--- src/rtl/kbdmus_loader.sv ---
`default_nettype none
// ============================================================================
// Module   : kbdmus_loader
// Purpose  : Turns SPI command/data bytes into keyboard and mouse updates.
//            Command 0x10 collects a 5-byte key bitmap. The first byte fills
//            kbd_out[7:0] and the last byte fills kbd_out[39:32].
//            Commands 0x20, 0x21 and 0x22 take one mouse byte for X, Y and
//            buttons. Any other command makes the loader ignore data until
//            the next command or end of transaction.
// Ports    : fclk, rst_n (async, active low)
//            spi_cmd/spi_cmd_stb, spi_data/spi_stb, spi_end  - SPI slave side
//            kbd_out/kbd_stb                                 - key bitmap
//            mus_out/mus_xstb/mus_ystb/mus_btnstb            - mouse byte
//            busy                                            - partial kbd frame
// Options  : define KBDMUS_TMO_EN to abort a stalled keyboard frame after
//            TMO_CYCLES idle cycles.
// Revision : 1.0  initial release
// ============================================================================
module kbdmus_loader #(
  parameter int TMO_CYCLES = 4096
) (
  input  logic        fclk,
  input  logic        rst_n,
  input  logic [7:0]  spi_cmd,
  input  logic        spi_cmd_stb,
  input  logic [7:0]  spi_data,
  input  logic        spi_stb,
  input  logic        spi_end,
  output logic [39:0] kbd_out,
  output logic        kbd_stb,
  output logic [7:0]  mus_out,
  output logic        mus_xstb,
  output logic        mus_ystb,
  output logic        mus_btnstb,
  output logic        busy
);

  typedef enum logic [1:0] {
    S_IDLE = 2'd0,
    S_KBD  = 2'd1,
    S_MUS  = 2'd2,
    S_SKIP = 2'd3
  } state_t;

  localparam logic [1:0] c_SEL_X   = 2'd0;
  localparam logic [1:0] c_SEL_Y   = 2'd1;
  localparam logic [1:0] c_SEL_BTN = 2'd2;

  state_t      r_state, w_state_nxt;
  logic [2:0]  r_cnt, w_cnt_nxt;
  logic [1:0]  r_mus_sel, w_mus_sel_nxt;
  // Only bytes 0..3 are held here. Byte 4 goes straight into kbd_out
  // together with them, so the strobe follows the last byte by one cycle.
  logic [31:0] r_shadow;
  logic [39:0] r_kbd_out;
  logic [7:0]  r_mus_out;
  logic        r_kbd_stb, r_xstb, r_ystb, r_btnstb;

  logic        w_kbd_byte;   // store a non-final keyboard byte
  logic        w_kbd_done;   // final (5th) keyboard byte
  logic        w_mus_ld;     // mouse byte accepted
  logic        w_tmo_hit;    // stalled keyboard frame expired

  assign busy = (r_state == S_KBD) && (r_cnt != 3'd0);

  // --------------------------------------------------------------------------
  // Optional inter-byte timeout for keyboard frames
  // --------------------------------------------------------------------------
`ifdef KBDMUS_TMO_EN
  localparam int c_TMO_W = $clog2(TMO_CYCLES + 1);

  logic [c_TMO_W-1:0] r_tmo;

  // Expiry is suppressed when a byte arrives in the same cycle, because that
  // byte restarts the idle window.
  assign w_tmo_hit = busy && !spi_stb && (r_tmo == c_TMO_W'(TMO_CYCLES - 1));

  always_ff @(posedge fclk or negedge rst_n) begin
    if (!rst_n) begin
      r_tmo <= '0;
    end else if (!busy || spi_stb || w_tmo_hit) begin
      r_tmo <= '0;
    end else begin
      r_tmo <= r_tmo + 1'b1;
    end
  end
`else
  assign w_tmo_hit = 1'b0;
`endif

  // --------------------------------------------------------------------------
  // FSM state register
  // --------------------------------------------------------------------------
  always_ff @(posedge fclk or negedge rst_n) begin
    if (!rst_n) begin
      r_state   <= S_IDLE;
      r_cnt     <= 3'd0;
      r_mus_sel <= c_SEL_X;
    end else begin
      r_state   <= w_state_nxt;
      r_cnt     <= w_cnt_nxt;
      r_mus_sel <= w_mus_sel_nxt;
    end
  end

  // --------------------------------------------------------------------------
  // Next-state logic
  // A command has top priority and drops any coincident data byte.
  // Otherwise a data byte is consumed first, and then spi_end (or the
  // timeout) forces IDLE. This lets a final byte that arrives together with
  // spi_end still complete its frame.
  // --------------------------------------------------------------------------
  always_comb begin
    w_state_nxt   = r_state;
    w_cnt_nxt     = r_cnt;
    w_mus_sel_nxt = r_mus_sel;
    w_kbd_byte    = 1'b0;
    w_kbd_done    = 1'b0;
    w_mus_ld      = 1'b0;

    if (spi_cmd_stb) begin
      w_cnt_nxt = 3'd0;
      case (spi_cmd)
        8'h10: w_state_nxt = S_KBD;
        8'h20: begin w_state_nxt = S_MUS; w_mus_sel_nxt = c_SEL_X;   end
        8'h21: begin w_state_nxt = S_MUS; w_mus_sel_nxt = c_SEL_Y;   end
        8'h22: begin w_state_nxt = S_MUS; w_mus_sel_nxt = c_SEL_BTN; end
        default: w_state_nxt = S_SKIP;
      endcase
    end else begin
      if (spi_stb) begin
        case (r_state)
          S_KBD: begin
            if (r_cnt == 3'd4) begin
              w_kbd_done  = 1'b1;
              w_cnt_nxt   = 3'd0;
              w_state_nxt = S_SKIP;
            end else begin
              w_kbd_byte  = 1'b1;
              w_cnt_nxt   = r_cnt + 3'd1;
            end
          end
          S_MUS: begin
            w_mus_ld    = 1'b1;
            w_state_nxt = S_SKIP;
          end
          default: ;  // IDLE and SKIP ignore data
        endcase
      end
      if (spi_end || w_tmo_hit) begin
        w_state_nxt = S_IDLE;
        w_cnt_nxt   = 3'd0;
      end
    end
  end

  // --------------------------------------------------------------------------
  // Data path and strobes
  // --------------------------------------------------------------------------
  always_ff @(posedge fclk or negedge rst_n) begin
    if (!rst_n) begin
      r_shadow  <= 32'd0;
      r_kbd_out <= 40'd0;
      r_mus_out <= 8'd0;
      r_kbd_stb <= 1'b0;
      r_xstb    <= 1'b0;
      r_ystb    <= 1'b0;
      r_btnstb  <= 1'b0;
    end else begin
      if (w_kbd_byte) begin
        r_shadow[{r_cnt[1:0], 3'b000} +: 8] <= spi_data;
      end
      if (w_kbd_done) begin
        r_kbd_out <= {spi_data, r_shadow};
      end
      if (w_mus_ld) begin
        r_mus_out <= spi_data;
      end
      r_kbd_stb <= w_kbd_done;
      r_xstb    <= w_mus_ld && (r_mus_sel == c_SEL_X);
      r_ystb    <= w_mus_ld && (r_mus_sel == c_SEL_Y);
      r_btnstb  <= w_mus_ld && (r_mus_sel == c_SEL_BTN);
    end
  end

  assign kbd_out    = r_kbd_out;
  assign kbd_stb    = r_kbd_stb;
  assign mus_out    = r_mus_out;
  assign mus_xstb   = r_xstb;
  assign mus_ystb   = r_ystb;
  assign mus_btnstb = r_btnstb;

endmodule
`default_nettype wire

--- config.mk ---
export PLATFORM = sky130hd
export DESIGN_NAME = kbdmus_loader
export DESIGN_NICKNAME = d
export VERILOG_FILES = /design/src/rtl/kbdmus_loader.sv
export SDC_FILE = /design/constraint.sdc
export NUM_CORES = 1
export LEC_CHECK = 0
export ABC_AREA = 1
export CAP_MARGIN = 20
export CORE_ASPECT_RATIO = 1.4
export CORE_MARGIN = 2
export CORE_UTILIZATION = 56
export DETAILED_ROUTE_END_ITERATION = 7
export HOLD_SLACK_MARGIN = 0.15
export PLACE_DENSITY = 0.86
export SYNTH_ARGS = -nofsm -noshare
export SYNTH_HDL_FRONTEND = slang
export SYNTH_SLANG_ARGS = --single-unit
--- constraint.sdc ---
create_clock -name fclk -period 3.87 [get_ports fclk]
set_input_delay 0.387 -clock fclk [delete_from_list [all_inputs] [get_ports fclk]]
set_output_delay 0.387 -clock fclk [all_outputs]
set_load 0.01 [all_outputs]
==> results.ini <==
[worst_setup_path]
critical_path_buf_inv_count = 2
critPathLaunchType = flop
crit_path_cell_trace = clkinv_1 -> ha_1 -> a21boi_0 -> clkdlybuf4s50_1
max_stage_delay_ns = 0.57
crit_slowest_cell = clkdlybuf4s50_1
crit_type = reg -> out
cp-end-kind = output pin
worstPathArrival_ns = 2.22
required_ns = 3.48
cpLargestDelayFamily = buffers and inverters
cp_max_fo = 10

[synth]
syn_nets = 468
syn_area_um2 = 3870
synth_cell_types = 25
ys_warn_count = 0
synth_seq_area_share = 0.588
ys_ff_latch = 91
syn_area_per_cell_um2 = 8.78
syn-instance-count = 441

[detailed_routing]
wl_met1_um = 3310
wl_met3_um = 338
drc_errors = 0
highest_layer = met4
num_vias = 3087
vias_per_cell = 5.03
wl_met2_um = 4450
wl_per_cell_um = 13.5
antenna_left = 0
firstDrtPassIters = 5
drtIter0Drc = 215
wl_um = 8280

[sta]
slew_headroom = 0.646
fmax_ghz = 0.383
slew_viol_final = 0
fin_crit_ns = 2.61
clock_skew_ns = 0.0109
tightest_slew_ns = 0.528
final_hold_viol_count = 0
setup_violations = 0
finalCritPeriodShare = 0.674
final.setup.tns_ns = 0
rsz0062_at_grt = false

[grt]
track_usage = 0.244
grt_pass1_wl_um = 13800
grt_pass1_vias = 2994
grt_max_degree = 92
antenna_found_initial = 0
grt.overflow.total = 0

[pwr]
vdd_ir_drop_max_mv = 0.283
power_w = 0.00192
p_per_area_nw_per_um2 = 391
p_leak_nw = 2.60

[clocking]
path_clk_slew_ns = 0.08
clk_latency_ns = 0.35
cts_resized = 0
clockBufferDepth = 2
cts_setup_buffers = 0
numCtsBuffers = 9
clkSinkCount = 91
htreeDepth = 3
cts_tree = done
cts-root-buf = clkbuf_8

[floorplanning]
die-width_um = 74.3
core_area_um2 = 6660
start_util = 0.582
die-area_um2 = 7610
num_rows = 35
die_height_um = 102
pin_count = 74

[run]
maxCapViolCount = 0

[cells_and_area]
area_growth_pct = 26.7
nets = 545
drive_gt1_frac = 0.0613
fill_cells = 482
multiInputGateArea_um2 = 1390
n_antenna_cell = 0
seq_area_um2 = 2280

[place]
gp_congestion = 0.915
numPortBuffers = 73
dp_hpwl_um = 5880

[status]
outcome = finished, final reports clean

[hold_path]
hold_class = in -> async

## final timing paths
check	start	end	slack [ns]	cells after the start
setup / recovery	r_cnt[0]$_DFFE_PN0P_	busy	1.26	4
hold / removal	rst_n	mus_out[6]$_DFFE_PN0P_	0.42	2
setup reg to reg	r_cnt[0]$_DFFE_PN0P_	kbd_out[18]$_DFFE_PN0P_	1.47	8
hold reg to reg	r_shadow[24]$_DFFE_PN0P_	kbd_out[24]$_DFFE_PN0P_	0.48	2
max in group asynchronous	rst_n	r_mus_sel[0]$_DFFE_PN0P_	2.83	3
min in group fclk	r_shadow[24]$_DFFE_PN0P_	kbd_out[24]$_DFFE_PN0P_	0.48	2
## power by group
| part | total (W) | internal [W] | switching (W) |
|---|---|---|---|
| registers | 0.00104 | 0.00100 | 0.0000335 |
| logic | 0.000197 | 0.0000929 | 0.000104 |
| clock network | 0.000687 | 0.000380 | 0.000308 |
## final cells by class
class,count,area share
well taps,92,0.0235
multi-input cells,304,0.284
inverters,36,0.0275
clock buffers,11,0.0288
repair buffers,76,0.158
flip-flops and latches,91,0.464
clock inverters,4,0.0150
## repair_timing
item | in CTS | in global routing
hold buffers | 0 | 1
setup endpoints to repair | 0 | 0
hold endpoints to repair | 0 | 12
## worst register-to-register path, cell delays in order (launching register included)
cell	delay [ns]
dfrtp_1	0.48
clkinv_1	0.29
ha_1	0.32
nand2_1	0.17
inv_1	0.09
nand2_2	0.36
inv_2	0.36
nand2_1	0.16
nand2_1	0.07
## per-layer routing
layer  vias to the layer above  global-route usage
met5                         -                   0
met4                         0              0.0989
met3                        12              0.0661
met2                        80               0.418
met1                      1476               0.287
li1                       1519                   -
## metrics by stage
step	setup WS, ns	hold WS (ns)	std cells	area [um^2]	utilization
global placement	1.63	0.455	597	4650	0.699
floorplan	2.08	0.0914	441	3870	-
CTS	1.23	0.264	612	4870	0.732
detailed placement	1.47	0.455	597	4650	0.699
finish	1.26	0.418	614	4910	0.737
global route	1.04	0.407	614	4910	0.737
## flip-flops by register name, indices dropped and copies added, names as in the netlist
register	count
r_shadow	32
r_mus_sel	2
r_cnt	3
kbd_stb	1
mus_xstb	1
r_state	2
mus_ystb	1
mus_out	8
kbd_out	40
mus_btnstb	1
## cells in the final DEF (no fill, tap or decap), types with 2 or more instances in the layout
cell | netlist | final
bufinv_16 | 0 | 2
a21oi_1 | 2 | 2
clkbuf_8 | 0 | 10
nand3_1 | 29 | 29
ha_1 | 6 | 6
clkinv_1 | 3 | 3
inv_2 | 5 | 5
buf_4 | 3 | 2
inv_1 | 28 | 28
nor2_8 | 4 | 4
nor2_1 | 19 | 19
nand2_1 | 206 | 206
nand2_2 | 2 | 2
nor3_1 | 2 | 2
nand3b_1 | 8 | 8
dfrtp_1 | 91 | 91
o21ai_0 | 19 | 19
clkdlybuf4s50_1 | 0 | 72
## synthesized netlist by cell type (all sizes together)
master,number,area [um^2]
a21boi,1,7.51
nor3,2,10.0
o21ai,19,95.1
o22ai,1,6.26
ha,6,75.1
nand3,30,155
inv,33,124
a21oi,2,10.0
nand3b,8,60.1
nand2,209,797
clkbuf,1,3.75
buf,9,65.1
nand4,1,6.26
clkinv,3,11.3
nor2,25,169
dfrtp,91,2280
## logic make-up after synthesis
| group | share of synthesized area |
|---|---|
| fa+ha+maj | 0.0194 |
| compound gates | 0.0307 |
| buf+inv | 0.0527 |
| simple gates | 0.309 |
| flops | 0.588 |
Note: power is estimated with default switching activity, not from simulation.
